File: config.mk
export PLATFORM = sky130hd
export DESIGN_NAME = mul64_seq_ctrl
export DESIGN_NICKNAME = d
export VERILOG_FILES = /design/src/rtl/mul64_pkg.sv /design/src/rtl/mul64_seq_ctrl_ve32.sv /design/src/rtl/mul64_seq_ctrl.sv
export SDC_FILE = /design/constraint.sdc
export NUM_CORES = 2
export LEC_CHECK = 0
export BUFFER_PORTS_ARGS = -buffer_cell sky130_fd_sc_hd__clkbuf_2
export CAP_MARGIN = 20
export CORE_MARGIN = 8
export CORE_UTILIZATION = 61
export DETAILED_ROUTE_END_ITERATION = 16
export PLACE_DENSITY = 0.76
export SYNTH_ARGS = -nofsm -noshare
export SYNTH_HDL_FRONTEND = slang
export SYNTH_HIERARCHICAL = 1
export SYNTH_SLANG_ARGS = --single-unit
File: constraint.sdc
create_clock -name clk -period 17.45 [get_ports clk]
set_input_delay 2.6175 -clock clk [delete_from_list [all_inputs] [get_ports clk]]
set_output_delay 2.6175 -clock clk [all_outputs]
set_load 0.1 [all_outputs]
File: src/rtl/mul64_pkg.sv
// Shared definitions for the sequential 64x64 multiplier: widths, FSM states
// and the partial-product shift for each state.
package mul64_pkg;

  localparam int HALF_W = 32;
  localparam int FULL_W = 64;
  localparam int PROD_W = 128;

  typedef enum logic [2:0] {
    IDLE = 3'd0,
    P0   = 3'd1,
    P1   = 3'd2,
    P2   = 3'd3,
    P3   = 3'd4,
    DONE = 3'd5
  } state_t;

  // Weight of the partial product computed in each multiply state.
  function automatic logic [6:0] pp_shift(state_t s);
    logic [6:0] sh;
    sh = 7'd0;
    case (s)
      P1, P2:  sh = 7'd32;
      P3:      sh = 7'd64;
      default: sh = 7'd0;
    endcase
    return sh;
  endfunction

endpackage

File: src/rtl/mul64_seq_ctrl_ve32.sv
// ve32: purely combinational 32x32 -> 64 unsigned multiplier shared by the
// sequential 64-bit multiplier.
module ve32
  import mul64_pkg::*;
(
  input  logic [HALF_W-1:0] x,
  input  logic [HALF_W-1:0] y,
  output logic [FULL_W-1:0] p
);

  assign p = FULL_W'(x) * FULL_W'(y);

endmodule

File: src/rtl/mul64_seq_ctrl.sv
// Sequential 64x64 -> 128 unsigned multiplier built on one shared 32x32 core.
// Optional macro MUL64_ZERO_SKIP_EN bypasses partial products of zero halves.
module mul64_seq_ctrl
  import mul64_pkg::*;
(
  input  logic              clk,
  input  logic              rst,
  input  logic              start,
  input  logic [63:0]       a,
  input  logic [63:0]       b,
  output logic              in_ready,
  output logic              out_valid,
  input  logic              out_ready,
  output logic [127:0]      result,
  output logic              busy
);

  state_t              state_reg, state_next;
  logic [FULL_W-1:0]   a_reg, b_reg;
  logic [PROD_W-1:0]   acc_reg;
  logic [HALF_W-1:0]   mul_x, mul_y;
  logic [FULL_W-1:0]   pp;
  logic                accept;
  logic                a_hi_nz, b_hi_nz;
  logic                in_mult;

  assign in_ready  = (state_reg == IDLE);
  assign accept    = start & in_ready;
  assign out_valid = (state_reg == DONE);
  assign busy      = (state_reg != IDLE);
  assign result    = out_valid ? acc_reg : '0;
  assign a_hi_nz   = |a_reg[FULL_W-1:HALF_W];
  assign b_hi_nz   = |b_reg[FULL_W-1:HALF_W];
  assign in_mult   = (state_reg == P0) || (state_reg == P1) ||
                     (state_reg == P2) || (state_reg == P3);

  // Operand halves for the shared multiplier, selected by the current state.
  always_comb begin
    mul_x = a_reg[HALF_W-1:0];
    mul_y = b_reg[HALF_W-1:0];
    case (state_reg)
      P1: mul_y = b_reg[FULL_W-1:HALF_W];
      P2: mul_x = a_reg[FULL_W-1:HALF_W];
      P3: begin
        mul_x = a_reg[FULL_W-1:HALF_W];
        mul_y = b_reg[FULL_W-1:HALF_W];
      end
      default: ;
    endcase
  end

  ve32 u_ve32 (
    .x (mul_x),
    .y (mul_y),
    .p (pp)
  );

  always_ff @(posedge clk or posedge rst) begin
    if (rst) state_reg <= IDLE;
    else     state_reg <= state_next;
  end

  always_comb begin
    state_next = state_reg;
    case (state_reg)
      IDLE: if (accept) state_next = P0;
`ifdef MUL64_ZERO_SKIP_EN
      // P1 is only reached with b_hi != 0, P2 only with a_hi != 0.
      P0: begin
        if (b_hi_nz)      state_next = P1;
        else if (a_hi_nz) state_next = P2;
        else              state_next = DONE;
      end
      P1: state_next = a_hi_nz ? P2 : DONE;
      P2: state_next = b_hi_nz ? P3 : DONE;
`else
      P0: state_next = P1;
      P1: state_next = P2;
      P2: state_next = P3;
`endif
      P3:   state_next = DONE;
      DONE: if (out_ready) state_next = IDLE;
      default: state_next = IDLE;
    endcase
  end

  always_ff @(posedge clk or posedge rst) begin
    if (rst) begin
      a_reg   <= '0;
      b_reg   <= '0;
      acc_reg <= '0;
    end else if (accept) begin
      a_reg   <= a;
      b_reg   <= b;
      acc_reg <= '0;
    end else if (in_mult) begin
      acc_reg <= acc_reg + ({{(PROD_W-FULL_W){1'b0}}, pp} << pp_shift(state_reg));
    end
  end

endmodule

==> summary.txt <==
Timing
  – Relative max-transition margin: 20.38%
  – # setup viols final: 0
  – TNS Setup: 0 ns
  – Fin. max-slew vios: 0
  – Worst-margin pin slew: approximately 1.2 ns
  – Worst Skew: around 0.026 ns
  – RSZ-0062 raised after global routing: no
  – Fin crit period: 14.92 ns
  – Tcrit/Tclk final: between 80 and 90%
  – Fin. Hold Viols: 0
  – Peak Freq: 67.02 MHz

Synthesis
  – Syn nets: 7,543
  – Post-synth ARST share: 100.0%
  – Area contributors post-synth: fa_1 (33%), dfrtp_1 (12%), ha_1 (9.1%)
  – Register bit count reported by yosys: roughly 260
  – Register area share after synthesis: 12.03%
  – Post-synthesis cell area: about 54,000 sq um
  – Warnings from Yosys: 6
  – Share of the synthesized area in the top cell type: 33.34%
  – Cells after synthesis: between 6,000 and 7,000
  – Syn Area/Cell: 8.796 sq um
  – Post-synth cell types: 95
  – Main synth FF type: dfrtp_1
  – Post-synth top area cell: fa_1
  – Number of synthesized flops with an enable pin: 0

Clock tree
  – Post-CTS Setup Bufs: 0
  – Inserted Clock Buffers: 35
  – Clk root buf: clkbuf_16
  – CTS Hold Bufs: 0
  – Skew-Pair Late Insertion Delay: 0.61 ns
  – CTS tree: done
  – Num Clock Sinks: 259
  – CTS max path bufs: 3
  – CTS HTree Levels: 2
  – Worst-path clk slew: about 0.06 ns
  – Resized Gates After CTS: 0

Run status
  – Status: complete, no violations

Placed design
  – Placer Congestion: between 1 and 1.5
  – PortBufs: around 260
  – DP Wirelength: 130.8 mm

GRT
  – Grt total ovfl: 0
  – Largest net degree at the start of global routing: ~130
  – Global-route wire length before repair: 260.4 mm
  – Antenna violations before repair: 5
  – Total GRT Usage: 33.78%
  – Vias in the first global route: about 46,000

Layout
  – Layout cells sized above 1: 9.811%
  – Area delta synth->final: 5.012%
  – Nets@finish: 7,490
  – Post-layout util: between 60% and 70%
  – Number of filler cells placed in the layout: 7,417
  – Commonest non-fill, non-tap cell in the layout: fa_1
  – Commonest non-fill, non-tap cells in the layout: fa_1 (897), inv_1 (889), nand2_1 (801)
  – Max reg flops: 128

Setup path
  – Critical Path AT: about 15 ns
  – Critical path startpoint category: register
  – Critical path class: register to register
  – Crit path required time: around 18 ns
  – Delay of the slowest critical-path stage: 0.92 ns
  – Slowest cell on crit path: dfrtp_1
  – Most common cell on crit path: fa_1
  – Critical Path Sink Type: register
  – CP max FO: just under 70

Floorplan
  – Area of the core: between 80,000 and 90,000 sq um
  – Row cnt: 109
  – Initial Utilization: about 60%
  – Die footprint: slightly below 100,000 sq um
  – Die width: 313.2 um
  – Die H: ~310 um
  – IO Count: about 260

Hold path
  – Hold Path Class: register to register

Detailed routing
  – Drt total wl: 167.7 mm
  – Drt first pass iters: 7
  – Routed Antenna Nets: 0
  – Mean number of vias per cell: about 6.0
  – Iter 0 DRT Violations: about 3,900
  – DR vias: between 40,000 and 50,000
  – WL per Instance: 23.10 um
  – DRC: 0

Job
  – Number of max-cap violations: 0
stage by stage:
step,hold WS (ns),cell area [sq um],cells,worst slack (ns)
after floorplan,0.4379,53870,6124,6.295
after global placement,0.4834,55360,7199,3.014
after detailed placement,0.4906,55360,7199,2.966
after CTS,0.5033,56570,7260,2.909
after global routing,0.5128,56570,7261,1.952
final,0.5006,56570,7261,2.529
path summary, 6_finish.rpt:
| path | start | to | slack, ns | depth (start not counted) |
|---|---|---|---|---|
| min in group asynchronous | rst | b_reg[28] | 2.23 | 2 |
| worst max-delay path | state_reg[2] | acc_reg[127] | 2.53 | 41 |
| worst min-delay path | a_reg[7] | a_reg[7] | 0.50 | 1 |
| max in group asynchronous | rst | acc_reg[60] | 13.64 | 3 |
| worst max register to register | state_reg[2] | acc_reg[127] | 2.53 | 41 |
| worst min register to register | a_reg[7] | a_reg[7] | 0.50 | 1 |
synthesized netlist by cell type (7+ instances only):
cell      instances
a211oi_1         17
a21boi_0          9
a21o_1           84
a21oi_1         309
a221oi_1          9
a22o_1           41
a31o_2            8
a31oi_1          19
and2_1          764
and3_1           40
and4_1           18
buf_1             8
buf_2            28
clkbuf_1        328
dfrtp_1         259
fa_1            897
ha_1            390
inv_1           890
mux2_2          192
nand2_1         802
nand2b_1         18
nand3_1          33
nand4_1          82
nor2_1          166
nor2b_1          13
nor3_1           37
nor4_1           11
o211ai_1          9
o21a_1           19
o21ai_0         257
o21ai_1          13
o21bai_1         37
o31ai_1          13
or2_2             7
or3_1            10
xnor2_1          95
xor2_1           85
final cells by class:
cell class	instances	area, sq um	area share [%]
Timing Repair Buffer	285	1484	2.623
Clock buffer	45	973.4	1.721
Tap cell	1165	1458	2.577
Sequential cell	259	6481	11.46
Clock inverter	16	227.7	0.4026
Inverter	890	3348	5.919
Multi-Input combinational cell	4600	42590	75.30
Antenna cell	1	2.502	0.004424
critical path: cells and delay by family (launching register included):
| kind | cells | cell delay [ns] |
|---|---|---|
| AOI/OAI and AO/OA | 20 | 5.45 |
| DFF | 1 | 0.92 |
| buffers and inverters | 3 | 0.72 |
| adders and majority gates | 10 | 4.85 |
| xor gates and xnor gates | 1 | 0.58 |
| muxes | 2 | 1.08 |
| and+or+nand+nor | 5 | 1.15 |
routing by layer:
metal | wire length (um) | track usage (%) | up-vias | part of all wire, %
met5 | 125 | 0.7901 | - | 0.075
met4 | 9112 | 15.92 | 5 | 5.4
met3 | 14920 | 7.422 | 493 | 8.9
met2 | 77900 | 54.63 | 2122 | 46
met1 | 65640 | 43.22 | 22026 | 39
li1 | - | - | 19248 | -
cell families after synthesis:
logic type | synth area share [%]
DFF | 12.03
muxes | 4.051
xor gates and xnor gates | 2.927
AOI/OAI and AO/OA | 10.54
and+or+nand+nor | 19.06
buffers and inverters | 8.996
adders and majority gates | 42.39
Power is not shown: default switching activity piles up to over one toggle a cycle in this logic, so the estimate is an artifact.
